$ cat config.mk
export PLATFORM = sky130hd
export DESIGN_NAME = pcie_flow_ctrl
export DESIGN_NICKNAME = d
export VERILOG_FILES = /design/src/rtl/pcie_pkg.sv /design/src/rtl/pcie_vc_arbiter.sv /design/src/rtl/pcie_flow_ctrl.sv
export SDC_FILE = /design/constraint.sdc
export NUM_CORES = 1
export LEC_CHECK = 0
export ABC_AREA = 1
export BUFFER_PORTS_ARGS = -buffer_cell sky130_fd_sc_hd__buf_4
export CORE_MARGIN = 4
export CORE_UTILIZATION = 40
export DETAILED_ROUTE_END_ITERATION = 7
export PLACE_DENSITY = 0.76
export SYNTH_ARGS = -nofsm -noshare
export SYNTH_HDL_FRONTEND = slang
export SYNTH_SLANG_ARGS = --single-unit
$ cat constraint.sdc
create_clock -name clk -period 1.4 [get_ports clk]
set_input_delay 0.28 -clock clk [delete_from_list [all_inputs] [get_ports clk]]
set_output_delay 0.28 -clock clk [all_outputs]
set_load 0.01 [all_outputs]
$ cat src/rtl/pcie_pkg.sv
// Shared definitions for the transaction-layer flow-control block:
// link state encoding, word field positions and default threshold widths.
package pcie_pkg;

    typedef enum logic [2:0] {
        ST_RESET  = 3'd0,
        ST_INIT   = 3'd1,
        ST_IDLE   = 3'd2,
        ST_ACTIVE = 3'd3,
        ST_ERROR  = 3'd4
    } state_e;

    localparam int VC_BIT   = 5;
    localparam int DEST_BIT = 4;
    localparam int DATA_W   = 4;

    localparam int MF_UW_D = 2;
    localparam int VC_UW_D = 4;
    localparam int D_UW_D  = 2;

endpackage

$ cat src/rtl/pcie_vc_arbiter.sv
// Combinational pop generation for MF->VC and VC->D with VC0 priority
// and almost-full backpressure on the selected destination FIFO.
module pcie_vc_arbiter
    import pcie_pkg::*;
(
    input  logic i_en,
    input  logic i_empty_MF,
    input  logic i_empty_VC0,
    input  logic i_empty_VC1,
    input  logic i_afull_VC0,
    input  logic i_afull_VC1,
    input  logic i_afull_D0,
    input  logic i_afull_D1,
    input  logic i_mf_head_vc,
    input  logic i_vc0_head_dest,
    input  logic i_vc1_head_dest,
    output logic o_pop_MF,
    output logic o_pop_VC0,
    output logic o_pop_VC1
);

    logic w_mf_blk;
    logic w_vc0_blk;
    logic w_vc1_blk;
    logic w_same_dest;

    assign w_mf_blk    = i_mf_head_vc ? i_afull_VC1 : i_afull_VC0;
    assign w_vc0_blk   = i_vc0_head_dest ? i_afull_D1 : i_afull_D0;
    assign w_vc1_blk   = i_vc1_head_dest ? i_afull_D1 : i_afull_D0;
    assign w_same_dest = (i_vc0_head_dest == i_vc1_head_dest);

    assign o_pop_MF  = i_en & ~i_empty_MF & ~w_mf_blk;
    assign o_pop_VC0 = i_en & ~i_empty_VC0 & ~w_vc0_blk;
    // VC1 only shares the cycle with VC0 when heading to the other D FIFO
    assign o_pop_VC1 = i_en & ~i_empty_VC1 & ~w_vc1_blk
                     & ~(o_pop_VC0 & w_same_dest);

endmodule

$ cat src/rtl/pcie_flow_ctrl.sv
// Link state machine, threshold latching and internal pop arbitration
// for the MF -> VC0/VC1 -> D0/D1 FIFO datapath.
module pcie_flow_ctrl
    import pcie_pkg::*;
#(
    parameter int MF_UW = MF_UW_D,
    parameter int VC_UW = VC_UW_D,
    parameter int D_UW  = D_UW_D
) (
    input  logic             clk,
    input  logic             reset_L,
    input  logic             init,
    input  logic [MF_UW-1:0] umbral_MF,
    input  logic [VC_UW-1:0] umbral_VC0,
    input  logic [VC_UW-1:0] umbral_VC1,
    input  logic [D_UW-1:0]  umbral_D0,
    input  logic [D_UW-1:0]  umbral_D1,
    input  logic             push,
    input  logic             pop_D0,
    input  logic             pop_D1,
    input  logic             empty_MF,
    input  logic             full_MF,
    input  logic             empty_VC0,
    input  logic             empty_VC1,
    input  logic             empty_D0,
    input  logic             empty_D1,
    input  logic             full_D0,
    input  logic             full_D1,
    input  logic             afull_VC0,
    input  logic             afull_VC1,
    input  logic             afull_D0,
    input  logic             afull_D1,
    input  logic             mf_head_vc,
    input  logic             vc0_head_dest,
    input  logic             vc1_head_dest,
    output logic             pop_MF,
    output logic             pop_VC0,
    output logic             pop_VC1,
    output logic [MF_UW-1:0] umbral_MF_o,
    output logic [VC_UW-1:0] umbral_VC0_o,
    output logic [VC_UW-1:0] umbral_VC1_o,
    output logic [D_UW-1:0]  umbral_D0_o,
    output logic [D_UW-1:0]  umbral_D1_o,
    output logic             active_out,
    output logic             idle_out,
    output logic             error_out,
    output logic [2:0]       state
);

    state_e r_state;
    state_e w_next;
    logic   w_err;
    logic   w_all_empty;
    logic   w_en;
    logic   w_unused;

    assign w_err = (push & full_MF)
                 | (pop_D0 & empty_D0)
                 | (pop_D1 & empty_D1);

    assign w_all_empty = empty_MF & empty_VC0 & empty_VC1
                       & empty_D0 & empty_D1;

    // D full flags are observed through afull; nothing else needs them
    assign w_unused = ^{full_D0, full_D1};

    always_comb begin
        w_next = r_state;
        unique case (r_state)
            ST_RESET:  w_next = ST_INIT;
            ST_INIT:   w_next = init ? ST_INIT : ST_IDLE;
            ST_IDLE: begin
                if (w_err)             w_next = ST_ERROR;
                else if (init)         w_next = ST_INIT;
                else if (!w_all_empty) w_next = ST_ACTIVE;
            end
            ST_ACTIVE: begin
                if (w_err)            w_next = ST_ERROR;
                else if (init)        w_next = ST_INIT;
                else if (w_all_empty) w_next = ST_IDLE;
            end
            ST_ERROR:  w_next = init ? ST_INIT : ST_ERROR;
            default:   w_next = ST_RESET;
        endcase
    end

    always_ff @(posedge clk) begin
        if (!reset_L) begin
            r_state      <= ST_RESET;
            umbral_MF_o  <= '0;
            umbral_VC0_o <= '0;
            umbral_VC1_o <= '0;
            umbral_D0_o  <= '0;
            umbral_D1_o  <= '0;
            idle_out     <= 1'b0;
            active_out   <= 1'b0;
            error_out    <= 1'b0;
        end else begin
            r_state    <= w_next;
            idle_out   <= (w_next == ST_IDLE);
            active_out <= (w_next == ST_ACTIVE);
            error_out  <= (w_next == ST_ERROR);
            if (r_state == ST_INIT) begin
                umbral_MF_o  <= umbral_MF;
                umbral_VC0_o <= umbral_VC0;
                umbral_VC1_o <= umbral_VC1;
                umbral_D0_o  <= umbral_D0;
                umbral_D1_o  <= umbral_D1;
            end
        end
    end

    assign state = r_state;

    // reset_L gates pops combinationally so they drop before the edge
    assign w_en = reset_L
                & ((r_state == ST_IDLE) | (r_state == ST_ACTIVE));

    pcie_vc_arbiter u_arb (
        .i_en            (w_en),
        .i_empty_MF      (empty_MF),
        .i_empty_VC0     (empty_VC0),
        .i_empty_VC1     (empty_VC1),
        .i_afull_VC0     (afull_VC0),
        .i_afull_VC1     (afull_VC1),
        .i_afull_D0      (afull_D0),
        .i_afull_D1      (afull_D1),
        .i_mf_head_vc    (mf_head_vc),
        .i_vc0_head_dest (vc0_head_dest),
        .i_vc1_head_dest (vc1_head_dest),
        .o_pop_MF        (pop_MF),
        .o_pop_VC0       (pop_VC0),
        .o_pop_VC1       (pop_VC1)
    );

endmodule

* Word level (Yosys, flattened, before mapping)
Index checks and enable logic that the tools add are counted. Widths: inputs -> output; s select.
Storage, ports and cells: bits in registers 20, output and inout port bits 23, logic and storage cells 56
Operators by class: equal/unequal tests 8, mux-type cells 12, bitwise gates (word level) 26, reduce and logical (&&, ||, !) cells 1
Operators with widths (number):
- $mux 3 | 7
- $and 1x1->1 | 16
- $pmux 3 s5 | 1
- $eq 3x2->1 const B | 4
- $not 1->1 | 7
- $eq 3x3->1 const B | 2
- $eq 3x1->1 const B | 1
- $logic_not 3->1 | 1
- $mux 1 | 3
- $or 1x1->1 | 3
- $mux 2 | 1
- $eq 1x1->1 | 1

* Longest topological paths before layout
depth in word-level cells 9, depth in mapped cells 7

* Cells and area by module
From an unflattened synthesis, not the netlist that was laid out.
Unflattened totals: cells, all modules 117, area, all modules 864.6 um^2
Modules (own cells, without submodules):
- pcie_flow_ctrl | instances 1, cells each 97, area each 779.5 um^2
- pcie_vc_arbiter | instances 1, cells each 20, area each 85.1 um^2

* Worst setup path after synthesis
No wires, ideal clock.
kind reg2out, start reg r_state[1], in the netlist state[1], end out pop_VC1, data arrival time 1.003 ns, data required time 1.120 ns, path slack 0.117 ns, cell stages (with the launch flop) 8, path buffers 0, cell sequence dfxtp_1 > inv_2 > nor2_4 > nand2_1 > nor2_1 > nand2_1 > o21ai_0 > inv_1
On the way: word-level cells in the longest chain between the ends 8, elaborated cells on any way between the ends 11, classes of those cells eq/ne: 2; bitwise: 9
RTL lines:
- start: declaration | RTL line pcie_flow_ctrl.sv:50 | state_e r_state;
- start signal: assignment | RTL line pcie_flow_ctrl.sv:99 | r_state <= w_next;
- $eq 3x2->1 | RTL line pcie_flow_ctrl.sv:117 | & ((r_state == ST_IDLE) | (r_state == ST_ACTIVE));
- $or 1x1->1 (*) | RTL line pcie_flow_ctrl.sv:117
- $and 1x1->1 (*) | RTL line pcie_flow_ctrl.sv:117
- $and 1x1->1 (2 in a row) | RTL line pcie_vc_arbiter.sv:33 | assign o_pop_VC0 = i_en & ~i_empty_VC0 & ~w_vc0_blk;
- $and 1x1->1 | RTL line pcie_vc_arbiter.sv:36 | & ~(o_pop_VC0 & w_same_dest);
- $not 1->1 | RTL line pcie_vc_arbiter.sv:36
- $and 1x1->1 (*) | RTL line pcie_vc_arbiter.sv:36
- end: declaration | RTL line pcie_flow_ctrl.sv:38 | output logic pop_VC1,
Mark *: on every way between the ends. The rest lies on a longest branch, timed or not.

* Worst setup path in the final report
Same ends and word-level chain as after synthesis.

==> impl_metrics.tcl <==
set metrics [dict create \
    grt_setup_unrepaired "true" \
    dpl.hpwl_um 1700 \
    portBuffers 55 \
    num_antenna_cells 0 \
    seq_area_frac_synth 0.464 \
    ys_types 19 \
    drtIter0Drc 8 \
    clkTransAtPathRegs_ns 0.10 \
    core_um2 2000 \
    finalCritPeriodShare 1.16 \
    syn-num-nets 148 \
    pre_cts_slack_ns 0.00117 \
    cpPeakStageDelay_ns 0.35 \
    total_power_w 0.00135 \
    wl_per_cell_um 10.7 \
    ys_ff_latch 20 \
    cts_root_buffer "clkbuf_4" \
    syn_area_um2 863 \
    cts_tree "done" \
    grt_util_all_layers 0.159 \
    antenna_found_initial 0 \
    cp.required_ns 1.12 \
    failed_checks "negative setup slack" \
    dr.pass1.iters 4 \
    htree_num_levels 1 \
    clk_latency_ns 0.29 \
    ys_warn_count 0 \
    cts_made_buffers 3 \
    synth.avg_cell_area_um2 7.64 \
    critPathSlowestCell "dfxtp_2" \
    maxCapViolations 0 \
    setup_viol 3 \
    worstSetupPathType "flop to primary output" \
    setup_slack_ns -0.218 \
    maxSlewViolCount 0 \
    initial_core_util 0.431 \
    drt-total-wl_um 2190 \
    detail-route-antenna-nets 0 \
    grt_pass1_wl_um 3470 \
    layout_commonest_cell "buf_4" \
    cts.sinks 20 \
    slew_headroom 0.857 \
    cp.arrival_ns 1.34 \
    vdd_drop_max_uv 458 \
    fin_crit_ns 1.62 \
    die_y_um 54.5 \
    pin_count 58 \
    rrSetupSlack_ns 0.20 \
    syn_inst 113 \
    end_kind "primary output" \
    p_per_area_nw_per_um2 946 \
    area_delta_synth_final_pct 65.4 \
    power_leakage_nw 0.709 \
    drcViolationCount 0 \
    drive_above_1_share 0.472 \
    grt_max_degree 18 \
    gp_congestion 0.717 \
    fmax_mhz 618 \
    synth_top_area_frac 0.464 \
    dieArea_um2 2970 \
    status "complete, but fails checks" \
    stdcell_count 205 \
    crit_fanout 3 \
    gr-total-overflow 0 \
    start_kind "flop" \
    grt_pass1_vias 901 \
    cts_buffer_depth 2 \
    hold_viol_final 0 \
    place_inst 196 \
    viasPerCell 4.56 \
    tightest_slew_ns 0.212 \
    clock_skew_ns 0.00679 \
    fin_nets 214 \
    yosys.area.top_type "dfxtp_1" \
    num_rows 16 \
    final_cell_mix "buf_4 (61), inv_1 (20), dfxtp_1 (19), a21oi_1 (18), o21ai_0 (16)" \
    hold_path_class "input port to flop" \
    num_vias 935 \
    path_cells "inv_2 -> nor2_4 -> nand2_2 -> nor2_2 -> nand2_1 -> o21ai_1 -> inv_1 -> buf_6" \
    die_w_um 54.5 \
    yosys-top-cells-area "dfxtp_1 (46%), a21oi_1 (10%), o21ai_0 (9.9%)" \
]
## power breakdown
group / switching, W / internal, W
combinational: 0.000170 / 0.000198
sequential: 0.0000314 / 0.000627
clock: 0.000167 / 0.000158
total: 0.000368 / 0.000983
## what timing repair did
item | in CTS | in global routing
gates resized for setup | 7 | 4
buffers inserted | 4 | 1
hold buffers | 0 | 0
gates cloned | 0 | 0
pin swaps | 3 | 5
endpoints found under the setup margin | 3 | 3
## registers in the layout (all words and copies together) (netlist names)
signal        flops
umbral_D0_o       2
idle_out          1
active_out        1
error_out         1
state             3
umbral_VC0_o      4
umbral_D1_o       2
umbral_VC1_o      4
umbral_MF_o       2
## layout make-up
type	count	area [um^2]
clock buffers	4	36.3
fillers	167	574
flip-flops and latches	20	402
well taps	27	33.8
inverters	24	90.1
repair buffers	65	503
multi-input cells	65	363
## worst max-delay path: cells and delay by family (launching register included)
kind,cells,cell delay (ns)
flip-flops,1,0.35
AND/OR/NAND/NOR,4,0.33
buffers and inverters,3,0.24
AO/OA/AOI/OAI,1,0.14
## Yosys cell counts
library cell	instances
buf_2	2
nand3_2	2
mux2_2	1
a21oi_1	18
o21ai_4	1
inv_1	21
clkbuf_2	1
nor2_4	1
nor2_1	8
dfxtp_1	20
buf_6	1
nand2_2	1
nand2_1	9
nor3_1	3
o21ai_0	17
nand3_1	2
a21oi_2	1
xor2_1	1
inv_2	3
## per-layer routing
metal / global-route usage / up-vias / wire (um)
met5: 0 / - / 0
met4: 0.0622 / 0 / 23
met3: 0.0436 / 2 / 213
met2: 0.297 / 42 / 1060
met1: 0.167 / 403 / 895
li1: - / 488 / -
## per-stage QoR
stage | util | setup TNS, ns | hold WS [ns] | cell area (um^2)
2_1_floorplan | - | 0 | 0.418 | 863
3_3_place_gp | 0.660 | 0 | 0.432 | 1320
3_5_place_dp | 0.660 | 0 | 0.440 | 1320
4_1_cts | 0.701 | -0.588 | 0.260 | 1400
5_1_grt | 0.713 | -0.938 | 0.261 | 1430
6_report | 0.713 | -0.600 | 0.266 | 1430
## final timing paths
kind / from / depth (start not counted) / endpoint
worst max register to register: state[1] / 9 / idle_out
worst min-delay path: umbral_VC0[2] / 3 / umbral_VC0_o[2]
worst min register to register: umbral_MF_o[0] / 2 / umbral_MF_o[0]
worst max-delay path: state[1] / 8 / pop_VC1
## logic make-up after synthesis
group	after synthesis	share of synthesized area
mux	1	0.0130
xor+xnor	1	0.0101
compound gates	37	0.232
buf+inv	28	0.135
flops	20	0.464
simple gates	26	0.146
No activity file was read; power rests on OpenSTA's default activity.
